### src/rtl/gbapii_bus_cycle_ctrl.sv
// Bus-cycle controller between the 68000 bus and the graphics chip.
// Synchronises the CPU strobes, handshakes with the chip, and drives
// the data-latch strobes, DTACK and a timeout error pulse.
module gbapii_bus_cycle_ctrl #(
   parameter int unsigned WAIT_CYCLES = 2,
   parameter int unsigned TIMEOUT     = 64
) (
   input  logic CLK,
   input  logic nRESET,
   input  logic AS_n,
   input  logic UDS_n,
   input  logic LDS_n,
   input  logic RW,
   input  logic sel,
   input  logic chip_ready,
   output logic chip_req,
   output logic chip_we,
   output logic LE,
   output logic OE,
   output logic DTACK_n,
   output logic err
);

   localparam int unsigned WCW = (WAIT_CYCLES > 0) ? $clog2(WAIT_CYCLES + 1) : 1;
   localparam int unsigned TCW = $clog2(TIMEOUT + 1);

   typedef enum logic [2:0] {
      S_IDLE,
      S_START,
      S_WAIT,
      S_LATCH,
      S_ACK
   } state_t;

   state_t         state, next;
   logic           as_meta, as_s;
   logic           uds_meta, uds_s;
   logic           lds_meta, lds_s;
   logic           ds_s;
   logic [1:0]     fill;
   logic           armed;
   logic           rw_q, rw_d;
   logic           time_hit;
   logic [WCW-1:0] wcnt;
   logic [TCW-1:0] tcnt;

   // Two-flop synchronisers for the asynchronous CPU strobes
   always_ff @(posedge CLK) begin
      if (!nRESET) begin
         as_meta  <= 1'b1;
         as_s     <= 1'b1;
         uds_meta <= 1'b1;
         uds_s    <= 1'b1;
         lds_meta <= 1'b1;
         lds_s    <= 1'b1;
      end else begin
         as_meta  <= AS_n;
         as_s     <= as_meta;
         uds_meta <= UDS_n;
         uds_s    <= uds_meta;
         lds_meta <= LDS_n;
         lds_s    <= lds_meta;
      end
   end

   assign ds_s = uds_s & lds_s;

   // Arm only once a genuine (post-reset) high AS has been seen, so an
   // AS held low across reset cannot start a second access
   always_ff @(posedge CLK) begin
      if (!nRESET) begin
         fill  <= 2'b00;
         armed <= 1'b0;
      end else begin
         fill <= {fill[0], 1'b1};
         if (fill[1] && as_s) armed <= 1'b1;
      end
   end

   // State register, direction latch and registered outputs
   always_ff @(posedge CLK) begin
      if (!nRESET) begin
         state    <= S_IDLE;
         rw_q     <= 1'b0;
         chip_req <= 1'b0;
         chip_we  <= 1'b0;
         LE       <= 1'b0;
         OE       <= 1'b1;
         DTACK_n  <= 1'b1;
         err      <= 1'b0;
      end else begin
         state    <= next;
         rw_q     <= rw_d;
         chip_req <= (next == S_START) || (next == S_WAIT);
         chip_we  <= ((next == S_START) || (next == S_WAIT)) && !rw_d;
         LE       <= (next == S_LATCH);
         OE       <= !((next == S_ACK) && rw_d);
         DTACK_n  <= !(next == S_ACK);
         err      <= time_hit;
      end
   end

   // Wait (saturating down) and timeout (up) counters
   always_ff @(posedge CLK) begin
      if (!nRESET) begin
         wcnt <= '0;
         tcnt <= '0;
      end else if (state == S_START) begin
         wcnt <= WCW'(WAIT_CYCLES);
         tcnt <= '0;
      end else if (state == S_WAIT) begin
         if (wcnt != '0) wcnt <= wcnt - WCW'(1);
         tcnt <= tcnt + TCW'(1);
      end
   end

   // Next-state logic
   always_comb begin
      next     = state;
      rw_d     = rw_q;
      time_hit = 1'b0;
      case (state)
         S_IDLE: begin
            if (armed && !as_s && !ds_s && sel) begin
               next = S_START;
               rw_d = RW;
            end
         end
         S_START: begin
            next = as_s ? S_IDLE : S_WAIT;
         end
         S_WAIT: begin
            if (as_s) begin
               next = S_IDLE;
            end else if ((wcnt == '0) && chip_ready) begin
               next = rw_q ? S_LATCH : S_ACK;
            end else if (tcnt == TCW'(TIMEOUT - 1)) begin
               next     = S_ACK;
               time_hit = 1'b1;
            end
         end
         S_LATCH: begin
            next = S_ACK;
         end
         S_ACK: begin
            if (as_s) next = S_IDLE;
         end
         default: begin
            next = S_IDLE;
         end
      endcase
   end

endmodule
### config.mk
export PLATFORM = sky130hd
export DESIGN_NAME = gbapii_bus_cycle_ctrl
export DESIGN_NICKNAME = d
export VERILOG_FILES = /design/src/rtl/gbapii_bus_cycle_ctrl.sv
export SDC_FILE = /design/constraint.sdc
export NUM_CORES = 1
export LEC_CHECK = 0
export CAP_MARGIN = 20
export CORE_UTILIZATION = 40
export CTS_BUF_LIST = sky130_fd_sc_hd__clkbuf_2 sky130_fd_sc_hd__clkbuf_4 sky130_fd_sc_hd__clkbuf_8
export DETAILED_ROUTE_END_ITERATION = 10
export SETUP_SLACK_MARGIN = 0.4
export SLEW_MARGIN = 10
export SYNTH_ARGS = -nofsm -noshare
export SYNTH_HDL_FRONTEND = slang
export SYNTH_SLANG_ARGS = --single-unit
### constraint.sdc
create_clock -name CLK -period 3 [get_ports CLK]
set_clock_uncertainty 0.05 [all_clocks]
set_input_delay 0.6 -clock CLK [delete_from_list [all_inputs] [get_ports CLK]]
set_output_delay 0.6 -clock CLK [all_outputs]
set_load 0.005 [all_outputs]
# Yosys cells after proc, flatten, opt, wreduce, memory -nomap -nowiden
# Index checks and enable logic that the tools add are counted.
# word_totals
reg_bits	28
output_inout_bits	6
word_cells	71
# classes
n_addsub	2
eq_ne	9
muxes	15
bitwise	3
n_reduce_logical	22
# ops
op	count
$mux W3	6
$pmux W3 S5	1
$eq A3 B2 Y1 const B	4
$mux W2	4
$add A7 B1 Y7 const B	1
$eq A7 B6 Y1 const B	1
$logic_and A1 B1 Y1	7
$eq A3 B1 Y1 const B	2
$eq A3 B3 Y1 const B	2
$reduce_bool A2 Y1	3
$logic_not A1 Y1	5
$mux W1	4
$reduce_and A2 Y1	2
$reduce_or A4 Y1	1
$logic_not A3 Y1	1
$logic_not A2 Y1	1
$not A1 Y1	2
$reduce_or A2 Y1	1
$sub A2 B1 Y2 const B	1
$and A1 B1 Y1	1
$logic_or A1 B1 Y1	1

# Longest topological paths before layout
# Gate-level depths: netlist of the first run.
# depth
word_depth	9
mapped_depth	5
depth_no_buf	5

# Worst setup path after synthesis of the first run
# OpenSTA, ideal clock, no wires.
# synth_path
path_kind	input to register
startpoint	in chip_ready
endpoint	reg state[2]
setup_ns	0.115
arrival_ns	1.581
slack_ns	1.254
cell_stages	4
path_cell_list	nor3b_2 a211o_1 a311o_1 and2_1
# synth_between
elab_chain_len	4
# synth_lines
item	line	text
from (decl)	15	input logic chip_ready,
$logic_and A1 B1 Y1	135	end else if ((wcnt == '0) && chip_ready) begin
$mux W3	135	
$mux W3	133	if (as_s) begin
$pmux W3 S5	122	case (state)
to (signal assigned)	92	state <= next;
to (decl)	35	state_t state, next;
# No other way between the ends.
# A chain may end at the register's enable or synchronous reset.

# Final worst setup path of the first run
# layout_path
startpoint	in chip_ready
endpoint	reg chip_req
# layout_between
elab_chain_len	6
word_cells_on_any_way	7
classes_between	eq/ne: 2; mux: 3; reduce/logical: 2
# layout_lines
item	line	text
$logic_and A1 B1 Y1 (*)	135	
$mux W3 (*)	135	
$mux W3 (*)	133	
$pmux W3 S5 (*)	122	
$eq A3 B1 Y1 / $eq A3 B2 Y1 (equally long branches)	94	chip_req <= (next == S_START) || (next == S_WAIT);
$logic_or A1 B1 Y1 (*)	94	
to (signal assigned)	94	
to (decl)	16	output logic chip_req,
# Mark *: on every way between the ends. The rest lies on a longest branch, timed or not.

==> flow_metrics.env, run 1 <==
export IMPL_outcome="finished clean"
export IMPL_vias=769
export IMPL_setup_tns_ns=0
export IMPL_postCtsSetupBuffers=0
export IMPL_hold_path_class="register to register"
export IMPL_crit_path_top_delay_cell="clkdlybuf4s50_1"
export IMPL_yosysWarnings=0
export IMPL_fin_util_pct=49.8
export IMPL_clk_latency_ns=0.31
export IMPL_ios=14
export IMPL_holdWs_ns=0.373
export IMPL_area_delta_synth_final_pct=13.8
export IMPL_ctsHtreeMaxLevel=1
export IMPL_port_buffers=13
export IMPL_fin_crit_ns=1.95
export IMPL_final_area_um2=1280
export IMPL_rows=18
export IMPL_antenna_left=0
export IMPL_hold_buffers=0
export IMPL_synthArstFlopShare_pct=0
export IMPL_ys_flop_type="dfxtp_1"
export IMPL_ys_types=41
export IMPL_ctsResizeCount=0
export IMPL_slew_headroom_pct=66.0
export IMPL_layout_nets=134
export IMPL_drive_gt1_share_pct=11.4
export IMPL_yosys_area_top_type_share_pct=49.9
export IMPL_path_buf_inv=1
export IMPL_required_ns=3.20
export IMPL_end_kind="register"
export IMPL_drv_slew=0
export IMPL_wl_per_cell_um=11.8
export IMPL_finalSetupViolCount=0
export IMPL_synthTopCellsByArea="dfxtp_1 50%, nor2_1 4.7%, xor2_1 3.9%"
export IMPL_die_height_um=55
export IMPL_worst_pin_slew_ns=0.508
export IMPL_cts_tree="yes"
export IMPL_synth_edf_count=0
export IMPL_grt_max_degree=17
export IMPL_dr_pass1_iters=4
export IMPL_ys_seq_area_share_pct=49.9
export IMPL_antenna_found_initial=0
export IMPL_crit_path_start_kind="input port"
export IMPL_grt_ovfl_total=0
export IMPL_drt_iter0_markers=5
export IMPL_cpLargestDelayFamily="compound AO/OA/AOI/OAI gates"
export IMPL_critical_path_class="input port to register"
export IMPL_start_util_pct=43.8
export IMPL_drc_errors=0
export IMPL_fmax_mhz=512
export IMPL_cts_buffers_inserted=3
export IMPL_arrival_ns=2.15
export IMPL_pre_cts_ws_ns=0.705
export IMPL_coreArea_um2=2570
export IMPL_synth_most_common_cell="dfxtp_1"
export IMPL_syn_avg_cell_area_um2=10.2
export IMPL_dieArea_um2=3030
export IMPL_die_w_um=55
export IMPL_synthesis_nets=119
export IMPL_fin_crit_sh_pct=65.0
export IMPL_clkSlewWorstSetupHoldPaths_ns=0.13
export IMPL_viasPerCell=5.03
export IMPL_cp_max_fo=6
export IMPL_ir_drop_mv=0.333
export IMPL_diodes=0
export IMPL_ys_seq_elements=28
export IMPL_rsz0062_at_grt="no"
export IMPL_leakage_nw=0.470
export IMPL_gp_congestion=0.834
export IMPL_timing_final_ws_setup_ns=1.05
export IMPL_dp_hpwl_um=1330
export IMPL_crit_chain="clkdlybuf4s50_1 > nor3b_2 > nand2_1 > a311o_1 > a211oi_2"
export IMPL_grt_pass1_vias=707
export IMPL_max_stage_delay_ns=0.46
export IMPL_synth_cells=110
export IMPL_syn_area_um2=1120
export IMPL_power_density_nw_per_um2=428
export IMPL_cts_buffer_depth=2
export IMPL_place_area_um2=1260
export IMPL_track_usage_pct=14.5
export IMPL_synth_common_cells="28 x dfxtp_1, 14 x nor2_1, 11 x nand2_1, 6 x nand2b_1, 5 x xor2_1"
export IMPL_drv_cap=0
export IMPL_hold_violations=0
export IMPL_routed_wl_um=1810
export IMPL_yosys_area_top_type="dfxtp_1"
export IMPL_grt_pass1_wl_um=3100
export IMPL_cts_root_buf="clkbuf_4"
export IMPL_clock_sinks=28
==> final timing paths <==
check	end	start	cells after the start	slack, ns
setup / recovery	chip_req	chip_ready	5	1.05
hold / removal	as_s	as_meta	1	0.37
setup reg to reg	chip_req	tcnt[0]	5	1.20
hold reg to reg	as_s	as_meta	1	0.37
==> routing by layer <==
metal | up-vias | track usage [%] | routed length, um
li1 | 409 | - | -
met1 | 345 | 19.3 | 937
met2 | 13 | 22.5 | 801
met3 | 2 | 4.92 | 59
met4 | 0 | 3.75 | 15
met5 | - | 0 | 0
==> per-stage QoR <==
step,cells,power (mW)
6_report,153,0.547
5_1_grt,153,0.575
4_1_cts,153,0.555
3_5_place_dp,150,0.413
3_3_place_gp,150,0.413
2_1_floorplan,110,0.400
==> sequential cells by signal, summed over array words and instances (netlist names), 2 cells and up <==
signal / count
fill: 2
tcnt: 7
wcnt: 2
state: 3
==> placed cells by master (no fill, tap or decap), drive strengths merged <==
cell type       n
dfxtp          28
nor2           14
clkdlybuf4s50  13
nand2          11
nand2b          7
xor2            5
nor3            4
a21oi           3
nand3           3
clkbuf          3
a211oi          3
nand4           2
mux2i           2
and2            2
nor3b           2
or3b            1
o21ai           1
and4            1
and3            1
xnor2           1
inv             1
and2b           1
nor2b           1
and4b           1
nor4            1
and4bb          1
a211o           1
nor4b           1
and3b           1
a311o           1
o211ai          1
o311ai          1
or2             1
nand3b          1
mux2            1
ha              1
==> report_power, final <==
part	total, mW	switching, mW	internal, mW	leakage [nW]
clock network	0.142	0.0953	0.0469	0.0138
logic	0.0242	0.0108	0.0134	0.228
registers	0.380	0.00237	0.378	0.228
total	0.547	0.108	0.438	0.470
==> area by class of cell <==
cell class	instances	area, um2
multi-input cells	78	524
flip-flops and latches	28	561
repair buffers	13	130
well taps	30	37.5
inverters	1	3.75
clock buffers	3	22.5
fillers	246	1290
==> cells by family (layout without fill, tap and decap cells) <==
logic type / count (synthesis) / after routing / synth area share (%)
and+or+nand+nor: 57 / 57 / 30.7
DFF: 28 / 28 / 49.9
AOI/OAI and AO/OA: 11 / 11 / 7.35
xor gates and xnor gates: 6 / 6 / 4.68
buffers and inverters: 4 / 17 / 3.45
muxes: 3 / 3 / 2.78
adders and majority gates: 1 / 1 / 1.11
(Power assumes the default switching activity.)
==> run 2, diff against run 1 <==
- clock period: 3 -> 1.74 ns (I/O delays scaled with it)
==> flow_metrics.env, run 2 (synthesized netlist as in run 1, its figures left out) <==
export IMPL_layout_commonest_cell="dfxtp_1"
export IMPL_largest_reg_flops=7
export IMPL_clock_sinks=28
export IMPL_track_usage_pct=14.7
export IMPL_die_w_um=55
export IMPL_antenna_left=0
export IMPL_p_int_uw=759
export IMPL_diodes=0
export IMPL_dr_pass1_iters=4
export IMPL_crit_chain="ha_4 > nor2b_4 > a211o_1 > a311o_1 > buf_4 > nand2_1"
export IMPL_power_frac_comb_pct=4.8
export IMPL_wl_per_cell_um=11.7
export IMPL_dieArea_um2=3030
export IMPL_fillCellCount=256
export IMPL_clk_latency_ns=0.31
export IMPL_finalSetupViolCount=0
export IMPL_cp_endpoint="DTACK_n"
export IMPL_cts_buffer_depth=2
export IMPL_hold_path_class="register to register"
export IMPL_crit_path_top_delay_cell="a311o_1"
export IMPL_r2r_cells=6
export IMPL_port_buffers=13
export IMPL_routed_wl_um=1890
export IMPL_drv_slew=0
export IMPL_viasPerCell=5.01
export IMPL_crit_path_start_kind="register"
export IMPL_hold_violations=0
export IMPL_grt_ovfl_total=0
export IMPL_area_delta_synth_final_pct=21.6
export IMPL_final_area_um2=1370
export IMPL_path_depth=6
export IMPL_drv_cap=0
export IMPL_cts_buffers_inserted=3
export IMPL_coreArea_um2=2570
export IMPL_p_clk_share_pct=26.2
export IMPL_r2r_end="DTACK_n"
export IMPL_rsz0062_at_grt="yes"
export IMPL_path_buf_inv=1
export IMPL_grt_pass1_wl_um=3130
export IMPL_setup_tns_ns=0
export IMPL_outcome="finished clean"
export IMPL_vias=807
export IMPL_rrSetupSlack_ns=0.12
export IMPL_critical_path_class="register to register"
export IMPL_regMostFlops="tcnt"
export IMPL_startpoint="tcnt[1]"
export IMPL_p_sw_uw=192
export IMPL_fmax_mhz=619
export IMPL_worstReg2RegStart="tcnt[1]"
export IMPL_ir_drop_mv=0.455
export IMPL_place_area_um2=1310
export IMPL_cts_tree="yes"
export IMPL_reg_top3="tcnt (7), state (3)"
export IMPL_worst_pin_slew_ns=0.435
export IMPL_drc_errors=0
export IMPL_required_ns=1.95
export IMPL_slew_headroom_pct=70.9
export IMPL_swShare_pct=20.2
export IMPL_max_stage_delay_ns=0.39
export IMPL_grt_pass1_vias=721
export IMPL_power_density_nw_per_um2=696
export IMPL_antenna_found_initial=0
export IMPL_gp_congestion=0.853
export IMPL_ctsHtreeMaxLevel=1
export IMPL_cp_max_fo=5
export IMPL_layout_nets=142
export IMPL_rows=18
export IMPL_fin_crit_ns=1.62
export IMPL_grt_max_degree=15
export IMPL_multi_input_area_um2=551
export IMPL_fin_crit_sh_pct=92.9
export IMPL_cpLargestDelayFamily="compound AO/OA/AOI/OAI gates"
export IMPL_ios=14
export IMPL_leakage_nw=0.524
export IMPL_clkSlewWorstSetupHoldPaths_ns=0.13
export IMPL_layout_common_cells="21 x dfxtp_1, 14 x nor2_1, 11 x nand2_1"
export IMPL_drt_iter0_markers=12
export IMPL_drive_gt1_share_pct=23.7
export IMPL_arrival_ns=1.83
export IMPL_cts_root_buf="clkbuf_4"
export IMPL_holdPathStages=1
export IMPL_end_kind="register"
export IMPL_p_seq_share_pct=69.0
export IMPL_die_height_um=55
export IMPL_start_util_pct=43.8
export IMPL_final_seq_area_um2=569
export IMPL_dp_hpwl_um=1390
## run 2: cell count changes in the layout (fill, tap and decap cells not counted), sizes merged
cell / previous run / this run
clkdlybuf4s15: 0 / 1
dlygate4sd2: 0 / 6
clkdlybuf4s50: 13 / 6
buf: 0 / 8
## run 2: area by class of cell
class                      count  area share, %
tap                           30           2.75
timing repair buffer          21           13.4
inverter                       1          0.275
clock buffer                   3           1.65
multi-input combinational     78           40.3
sequential                    28           41.7
## run 2: worst min-delay path by stage
stage | startpoint | endpoint
2_1_floorplan | nRESET | fill[0]
3_3_place_gp | as_meta | as_s
3_5_place_dp | uds_meta | uds_s
4_1_cts | as_meta | as_s
5_1_grt | as_meta | as_s
6_report | as_meta | as_s
## run 2: metal layers
layer	part of all wire (%)	up-vias	global-route usage [%]	wire length [um]
met1	50	361	19.0	938
li1	-	427	-	-
met5	0	-	0	0
met4	1.1	0	5.00	20
met2	45	17	22.9	846
met3	4.3	2	4.92	81
## run 2: worst register-to-register path, cell delays in order (launching register included)
cell and delay (ns):
dfxtp_2 0.36, ha_4 0.16, nor2b_4 0.13, a211o_1 0.26, a311o_1 0.39, buf_4 0.16, nand2_1 0.05
## run 2: power groups by stage
stage | logic [mW] | registers [mW] | clock network [mW]
final | 0.0458 | 0.656 | 0.249
after global routing | 0.0511 | 0.657 | 0.285
after CTS | 0.0462 | 0.656 | 0.264
after detailed placement | 0.0458 | 0.670 | 0
after global placement | 0.0451 | 0.670 | 0
after floorplan | 0.0208 | 0.669 | 0
## run 2: metrics by stage
| step | hold WS, ns | setup slack [ns] | power, mW | utilization [%] | cells |
|---|---|---|---|---|---|
| final | 0.381 | 0.124 | 0.951 | 53.2 | 161 |
| after global routing | 0.403 | 0.0409 | 0.994 | 53.2 | 161 |
| after CTS | 0.384 | 0.128 | 0.966 | 52.7 | 160 |
| after detailed placement | 0.350 | -0.246 | 0.716 | 51.0 | 154 |
| after global placement | 0.342 | -0.189 | 0.715 | 51.0 | 154 |
| after floorplan | 0.326 | 0.233 | 0.690 | - | 110 |
## run 2: what timing repair did
| action | 4_1_cts | 5_1_grt |
|---|---|---|
| buffers inserted | 3 | 1 |
| hold buffers | 0 | 0 |
| endpoints found under the setup margin | 22 | 17 |
| resized for setup | 10 | 4 |
| pin swaps | 0 | 1 |
